### config.mk
export PLATFORM = sky130hd
export DESIGN_NAME = jk_register_bank_flat
export DESIGN_NICKNAME = d
export VERILOG_FILES = /design/src/rtl/jk_register_bank_if.sv /design/src/rtl/jk_register_bank.sv /design/src/flat_wrapper.sv
export SDC_FILE = /design/constraint.sdc
export NUM_CORES = 1
export LEC_CHECK = 0
export ABC_AREA = 1
export CELL_PAD_IN_SITES_DETAIL_PLACEMENT = 1
export CELL_PAD_IN_SITES_GLOBAL_PLACEMENT = 1
export CORE_UTILIZATION = 36
export DETAILED_ROUTE_END_ITERATION = 16
export PLACE_DENSITY = 0.94
export SYNTH_ARGS = -nofsm -noshare
export SYNTH_HDL_FRONTEND = slang
export SYNTH_SLANG_ARGS = --single-unit
### constraint.sdc
create_clock -name CLK -period 3.99 [get_ports CLK]
set_clock_uncertainty 0.1 [all_clocks]
set_input_delay 0.9975 -clock CLK [delete_from_list [all_inputs] [get_ports CLK]]
set_output_delay 0.9975 -clock CLK [all_outputs]
set_load 0.02 [all_outputs]
### src/rtl/jk_register_bank_if.sv
// Bus bundle for jk_register_bank: enable/mode/J/K toward the bank, Q/TC/CHG back.
// Latency: none here, this file only groups wires.
// Backpressure: none; the bank accepts a command on every enabled edge.
interface jk_register_bank_if #(
  parameter int WIDTH = 8
);
  logic             EN;
  logic [1:0]       MODE;
  logic [WIDTH-1:0] J;
  logic [WIDTH-1:0] K;
  logic [WIDTH-1:0] Q;
  logic             TC;
  logic             CHG;

  // Controller side: drives the command, observes state
  modport master (
    output EN, MODE, J, K,
    input  Q, TC, CHG
  );

  // Register bank side
  modport slave (
    input  EN, MODE, J, K,
    output Q, TC, CHG
  );
endinterface

### src/rtl/jk_register_bank.sv
// WIDTH-bit JK flip-flop bank: per-bit JK, count up, count down, shift left.
// Latency: one CLK edge from inputs to Q/TC/CHG; no combinational input->output path.
// Backpressure: none; EN=0 holds Q and TC and clears CHG. Macro JKREG_WRAP_EN selects wrap vs saturate.
module jk_register_bank #(
  parameter int               WIDTH   = 8,
  parameter logic [WIDTH-1:0] RST_VAL = '0
) (
  input logic               CLK,
  input logic               RST,
  jk_register_bank_if.slave bus
);

  localparam logic [1:0]       MODE_JK  = 2'b00;
  localparam logic [1:0]       MODE_UP  = 2'b01;
  localparam logic [1:0]       MODE_DN  = 2'b10;
  localparam logic [1:0]       MODE_SHL = 2'b11;
  localparam logic [WIDTH-1:0] ALL_ONES = '1;
  localparam logic [WIDTH-1:0] ALL_ZERO = '0;

  logic [WIDTH-1:0] q_q, q_d;
  logic             tc_q, tc_d;
  logic             chg_q, chg_d;

  logic [WIDTH-1:0] up_tgl;
  logic [WIDTH-1:0] dn_tgl;
  logic             q_all_ones;
  logic             q_all_zeros;
  logic [WIDTH:0]   shift_ext;
  logic [WIDTH-1:0] nxt;

  // Counter toggle masks: bit i toggles when every lower bit is 1 (up) or 0 (down)
  always_comb begin
    up_tgl      = '0;
    dn_tgl      = '0;
    q_all_ones  = 1'b1;
    q_all_zeros = 1'b1;
    for (int i = 0; i < WIDTH; i++) begin
      up_tgl[i]   = q_all_ones;
      dn_tgl[i]   = q_all_zeros;
      q_all_ones  = q_all_ones & q_q[i];
      q_all_zeros = q_all_zeros & ~q_q[i];
    end
  end

  // Mode-dependent next state, all computed from the pre-edge Q
  always_comb begin
    // Appending J[0] below Q and dropping the top bit also covers WIDTH=1
    shift_ext = {q_q, bus.J[0]};
    nxt       = q_q;
    case (bus.MODE)
      MODE_JK:  nxt = (bus.J & ~q_q) | (~bus.K & q_q);
`ifdef JKREG_WRAP_EN
      MODE_UP:  nxt = q_q ^ up_tgl;
      MODE_DN:  nxt = q_q ^ dn_tgl;
`else
      MODE_UP:  nxt = q_all_ones  ? q_q : (q_q ^ up_tgl);
      MODE_DN:  nxt = q_all_zeros ? q_q : (q_q ^ dn_tgl);
`endif
      MODE_SHL: nxt = shift_ext[WIDTH-1:0];
      default:  nxt = q_q;
    endcase
  end

  // Enable gating and flag computation
  always_comb begin
    q_d   = q_q;
    tc_d  = tc_q;
    chg_d = 1'b0;
    if (bus.EN) begin
      q_d   = nxt;
      tc_d  = ((bus.MODE == MODE_UP) && (nxt == ALL_ONES)) ||
              ((bus.MODE == MODE_DN) && (nxt == ALL_ZERO));
      chg_d = (nxt != q_q);
    end
  end

  // State registers with asynchronous reset
  always_ff @(posedge CLK or posedge RST) begin
    if (RST) begin
      q_q   <= RST_VAL;
      tc_q  <= 1'b0;
      chg_q <= 1'b0;
    end else begin
      q_q   <= q_d;
      tc_q  <= tc_d;
      chg_q <= chg_d;
    end
  end

  assign bus.Q   = q_q;
  assign bus.TC  = tc_q;
  assign bus.CHG = chg_q;

endmodule

### src/flat_wrapper.sv
// flat-port wrapper written by rule: the top's interface ports become plain ports
module jk_register_bank_flat 
#(
  parameter int               WIDTH   = 8,
  parameter logic [WIDTH-1:0] RST_VAL = '0
)
  (CLK, RST, bus_EN, bus_MODE, bus_J, bus_K, bus_Q, bus_TC, bus_CHG);
  jk_register_bank_if #(.WIDTH(WIDTH)) bus_i ();
  input logic CLK;
  input logic RST;
  input wire logic [$bits(bus_i.EN)-1:0] bus_EN;
  input wire logic [$bits(bus_i.MODE)-1:0] bus_MODE;
  input wire logic [$bits(bus_i.J)-1:0] bus_J;
  input wire logic [$bits(bus_i.K)-1:0] bus_K;
  output wire logic [$bits(bus_i.Q)-1:0] bus_Q;
  output wire logic [$bits(bus_i.TC)-1:0] bus_TC;
  output wire logic [$bits(bus_i.CHG)-1:0] bus_CHG;
  assign bus_i.EN = bus_EN;
  assign bus_i.MODE = bus_MODE;
  assign bus_i.J = bus_J;
  assign bus_i.K = bus_K;
  assign bus_Q = bus_i.Q;
  assign bus_TC = bus_i.TC;
  assign bus_CHG = bus_i.CHG;
  jk_register_bank #(.WIDTH(WIDTH), .RST_VAL(RST_VAL)) u_core (.CLK(CLK), .RST(RST), .bus(bus_i));
endmodule
==> results.yml, run 1 <==
setup_path:
  crit_chain: "inv_1 -> ha_1 -> ha_1 -> ha_1 -> ha_1 -> ha_1 -> ha_1 -> nand2_1 -> nand2_1 -> nand3_1 -> nand4_1 -> nand2_1 -> nand2_1 -> nor2_1 -> nand2_1 -> nor2_1 -> nor2_1"
  critPathCaptureType: "register"
  startpoint_type: "register"
  cp-startpoint: "u_core.bus.Q[0]$_DFFE_PP0P_"
  cp_slowest_cell: "dfrtp_1"
  worstPathArrival_ps: 3300
  cp_max_fo: 9
  crit_required_ps: 4050
  reg2reg_from: "u_core.bus.Q[0]$_DFFE_PP0P_"
  worstSetupPathType: "reg -> reg"
  critical-path-max-stage-delay_ps: 500
  crit_family: "adder cells"
  cp_num_buf_inv: 1
  cp_common_cell: "ha_1"
synth:
  synth_top_area_cell: "nand2_1"
  synth-compound-area-share_pct: 5.26
  synth_seq_cells: 10
  synthesis.nets: 258
  ys_warn_count: 0
  synth_xor_area_share_pct: 0
  synth_top_family_by_area: "simple AND/OR/NAND/NOR gates"
  ys_seq_area_share_pct: 19.5
  avgSynthCellArea_um2: 5.71
  synthCells: 225
  synth_top_cell_area_share_pct: 26.3
  synthAdderAreaFrac_pct: 11.7
  muxShareOfSynthArea_pct: 0
  ys_types: 20
  synth-simple-area-share_pct: 53.8
  mappedNetlistArea_mm2: 0.00128
  synth.area.top_cells: "nand2_1 26%, dfrtp_1 19%, nand3_1 12%, ha_1 12%, inv_1 8.5%"
clock_network:
  cts_hold_buf: 0
  ctsResizeCount: 0
  post_cts_buffers: 0
  numClockSinks: 10
  cts_inserted_buffers: 3
  worstSkewPairLatency_ps: 270
  cts-root-buf: "clkbuf_4"
  h-tree-depth: 1
  clk_pin_slew_worst_paths_ps: 80
  cts_tree: "yes"
  clockBufferDepth: 2
drt:
  drcViolationCount: 0
  wl_per_cell_um: 14.2
  vias: 1537
  wl_um: 4300
  viasPerCell: 5.07
  ant_nets: 0
  dr.pass1.iters: 4
  drt_iter0_drc: 72
sta:
  tightest_slew_ps: 585
  fmax_mhz: 308
  slew_viol_final: 0
  slew_headroom_pct: 60.9
  hold_viol: 0
  finalSetupViolCount: 0
  rsz0062_at_grt: "false"
  finalWorstSetupSlack_ps: 743
  finalCritPeriodShare_pct: 81.4
  tns_ps: 0
  fin_crit_ps: 3250
final_layout:
  antennaDiodeCount: 0
  area_growth_pct: 29.7
  final_cell_mix: "90 x nand2_1, 32 x nand3_1, 30 x clkdlybuf4s50_1"
  num-nets-final: 291
  nFillCells: 473
  drive_gt1_share_pct: 4.67
  final_common_cell: "nand2_1"
place:
  place_hpwl_um: 3420
  place_congestion: 0.918
  port_buffers: 30
  place_ws_ps: 761
global_routing:
  gr-max-usage-layer: "met2"
  grt_pass1_wl_um: 7070
  gr-usage-met3_pct: 4.76
  met1_usage_pct: 33.0
  grt_util_all_layers_pct: 25.7
  gr-total-overflow: 0
  antenna_found_initial: 0
  grt_use_met2_pct: 45.3
  grt_max_degree: 13
  grt_pass1_vias: 1530
run_status:
  status: "finished clean"
floorplanning:
  die_w_um: 61.7
  initial_core_util_pct: 37.9
  io_pins: 31
  die_h_um: 61.7
  dieArea_mm2: 0.00381
  core_mm2: 0.00339
  rows: 21
power:
  ir_drop_v: 0.000193
  p_leak_nw: 0.885
  p_per_area_mw_per_mm2: 378
worst_hold_path:
  hold_path.class: "reg -> reg"
  min_from: "u_core.bus.TC$_DFFE_PP0P_"
job:
  drv_cap: 0
-- cells by family (layout without fill, tap and decap cells) --
group	Yosys count	count (layout)
buffers and inverters	32	64
adder cells (fa/ha/maj)	12	12
AND/OR/NAND/NOR	158	158
flip-flops	10	10
AO/OA/AOI/OAI	13	13
-- power by group --
group          internal, mW  switching, mW
Clock                0.0554         0.0438
Combinational         0.148          0.222
Sequential            0.120         0.0410
Total                 0.324          0.307
-- per-stage QoR --
step / area (um2) / std cells / total power, mW / hold WS [ps] / utilization (%)
after floorplan: 1280 / 225 / 0.397 / 491 / -
after global placement: 1630 / 299 / 0.523 / 369 / 48.1
after detailed placement: 1630 / 299 / 0.530 / 384 / 48.1
after CTS: 1670 / 303 / 0.636 / 404 / 49.2
after global routing: 1670 / 303 / 0.692 / 442 / 49.2
final: 1670 / 303 / 0.630 / 394 / 49.2
-- cells in the mapped netlist (all sizes together) --
| master | instances |
|---|---|
| nand4 | 8 |
| buf | 2 |
| inv | 30 |
| nor3 | 2 |
| or2 | 4 |
| o211ai | 1 |
| ha | 12 |
| nand3b | 3 |
| nand3 | 33 |
| nand2 | 90 |
| nor2 | 18 |
| o21ai | 10 |
| dfrtp | 10 |
| a21oi | 2 |
-- state kept, by name (all words and copies together), names as in the netlist --
| signal | cells |
|---|---|
| u_core.bus.TC | 1 |
| u_core.bus.Q | 8 |
| u_core.bus.CHG | 1 |
-- layout make-up --
class / instances / area [um2] / share of cell area [%]
tap: 46 / 57.6 / 3.45
inverter: 30 / 113 / 6.76
sequential: 10 / 250 / 15.0
clock buffer: 4 / 36.3 / 2.18
multi-input combinational: 183 / 910 / 54.6
timing repair buffer: 30 / 300 / 18.0
-- worst min-delay path: cells and delay by family (launching register included) --
| family | cells | cell delay [ps] |
|---|---|---|
| flops | 1 | 350 |
| simple gates | 2 | 120 |
-- routing by layer --
metal	vias to the layer above	part of all wire, %
met3	4	2.5
met2	21	49
met5	-	0
met4	0	0.93
li1	793	-
met1	719	47
-- path summary, 6_finish.rpt --
path                                                to  slack (ps)  cells after the start
max in group asynchronous  u_core.bus.Q[6]$_DFFE_PP0P_        2540                      2
setup / recovery              u_core.bus.CHG$_DFF_PP0_         740                     17
min in group asynchronous    u_core.bus.TC$_DFFE_PP0P_         930                      2
setup reg to reg              u_core.bus.CHG$_DFF_PP0_         740                     17
hold / removal               u_core.bus.TC$_DFFE_PP0P_         390                      2
hold reg to reg              u_core.bus.TC$_DFFE_PP0P_         390                      2
Power figures use the tool's default switching activity.
==> run 2, diff against run 1 <==
Settings changed: CORE_UTILIZATION 36 to 30, PLACE_DENSITY 0.94 to 0.84.
Clock period 3.99 ns to 2.7 ns, I/O delays scaled along.
==> results.yml, run 2 (synthesis results as in run 1) <==
place:
  dp_cells: 333
  place_hpwl_um: 4070
  place_ws_ps: -278
  place_congestion: 0.869
  port_buffers: 30
  placed_area_mm2: 0.00187
sta:
  hold_viol: 0
  holdWs_ps: 409
  finalWorstSetupSlack_ps: -221
  slew_headroom_pct: 66.8
  tns_ps: -430
  tightest_slew_ps: 497
  slew_viol_final: 0
  fin_crit_ps: 2920
  fmax_mhz: 342
  finalSetupViolCount: 3
  finalCritPeriodShare_pct: 108
  rsz0062_at_grt: "true"
drt:
  dr.pass1.iters: 4
  ant_nets: 0
  wl_um: 7120
  vias: 1917
  viasPerCell: 5.56
  drt_iter0_drc: 72
  drcViolationCount: 0
  wl_per_cell_um: 20.6
global_routing:
  grt_util_all_layers_pct: 30.5
  grt_pass1_vias: 1903
  grt_pass1_wl_um: 9570
  grt_max_degree: 12
  antenna_found_initial: 0
  gr-total-overflow: 0
run_status:
  failed_checks: "negative setup slack"
  status: "complete, but fails checks"
final_layout:
  num-nets-final: 329
  final_cell_mix: "79 x nand2_1, 35 x buf_4, 30 x clkdlybuf4s50_1"
  instances_no_fill: 345
  largest_reg_flops: 8
  area_growth_pct: 78.9
  design_area_mm2: 0.00230
  antennaDiodeCount: 0
  finalCoreUtilization_pct: 56.6
  drive_gt1_share_pct: 34.2
  final_common_cell: "nand2_1"
worst_hold_path:
  worstHoldPathCells: 2
  hold_path.class: "reg -> reg"
setup_path:
  worstPathArrival_ps: 2950
  critPathCaptureType: "register"
  worstSetupPathType: "reg -> reg"
  reg2regPathDepth: 18
  startpoint_type: "register"
  cp_max_fo: 6
  crit_required_ps: 2730
clock_network:
  h-tree-depth: 1
  clockBufferDepth: 2
  cts-root-buf: "clkbuf_8"
  cts_tree: "yes"
  cts_inserted_buffers: 3
  cts_hold_buf: 0
  numClockSinks: 10
  worstSkewPairLatency_ps: 260
  clk_pin_slew_worst_paths_ps: 70
floorplanning:
  core_mm2: 0.00406
  initial_core_util_pct: 31.7
  io_pins: 31
  dieArea_mm2: 0.00455
  die_w_um: 67.4
  die_h_um: 67.4
  rows: 23
job:
  drv_cap: 0
power:
  ir_drop_v: 0.000432
  p_total_mw: 1.43
  p_leak_nw: 1.11
  p_per_area_mw_per_mm2: 623
## run 2: cell count changes in the layout (fill, tap and decap cells not counted), moves of 4 or more
cell and change:
nor2_1 -6, nand3_1 -14, nand3_2 +13, nand2_1 -11, inv_1 -4, ha_4 +12, buf_4 +35, nand2_2 +9
nor2_2 +5, ha_1 -12
## run 2: timing repair
action / CTS / global route
pin swaps: 13 / 20
cloned: 0 / 0
setup endpoints to repair: 6 / 4
endpoints found under the hold margin: 0 / 0
buffers inserted: 7 / 2
resized for setup: 44 / 26
## run 2: final cells by class
class                   count  area, um2
well taps                  50       62.6
multi-input cells         183       1210
flip-flops and latches     10        253
inverters                  30        118
clock buffers               4       55.1
fillers                   527       1760
repair buffers             68        597
## run 2: power by group
part	internal, mW	leakage, nW	total, mW	switching, mW
sequential	0.179	0.124	0.236	0.0570
combinational	0.441	0.960	0.982	0.540
clock	0.130	0.0288	0.214	0.0843
total	0.750	1.11	1.43	0.682
## run 2: worst paths after layout
| check | start | end | slack [ps] |
|---|---|---|---|
| min reg2reg | u_core.bus.TC$_DFFE_PP0P_ | u_core.bus.TC$_DFFE_PP0P_ | 410 |
| min in group asynchronous | RST | u_core.bus.Q[2]$_DFFE_PP0P_ | 640 |
| max reg2reg | u_core.bus.Q[0]$_DFFE_PP0P_ | u_core.bus.CHG$_DFF_PP0_ | -220 |
| max in group asynchronous | RST | u_core.bus.Q[1]$_DFFE_PP0P_ | 1480 |
| max | u_core.bus.Q[0]$_DFFE_PP0P_ | u_core.bus.CHG$_DFF_PP0_ | -220 |
| min | u_core.bus.TC$_DFFE_PP0P_ | u_core.bus.TC$_DFFE_PP0P_ | 410 |
## run 2: critical path: stages, from the launching register on
cell and delay, ps:
dfrtp_2 450, ha_4 180, ha_4 170, ha_4 160, ha_4 160, ha_4 160
ha_4 170, nand2_4 120, inv_4 70, nand2_1 120, nand3_2 110, nand3_4 110
nand2_2 90, nand2_2 120, nand2_2 90, nor2_1 110, nand2_1 90, nor2_2 140
nor2_2 60
## run 2: metal layers
layer  global-route usage, %  vias to the layer above  part of all wire, %
met3                    6.59                       35                  5.5
li1                        -                      863                    -
met1                    30.5                      940                   37
met2                    55.8                       79                   51
met5                       0                        -                    0
met4                    21.0                        0                  6.3
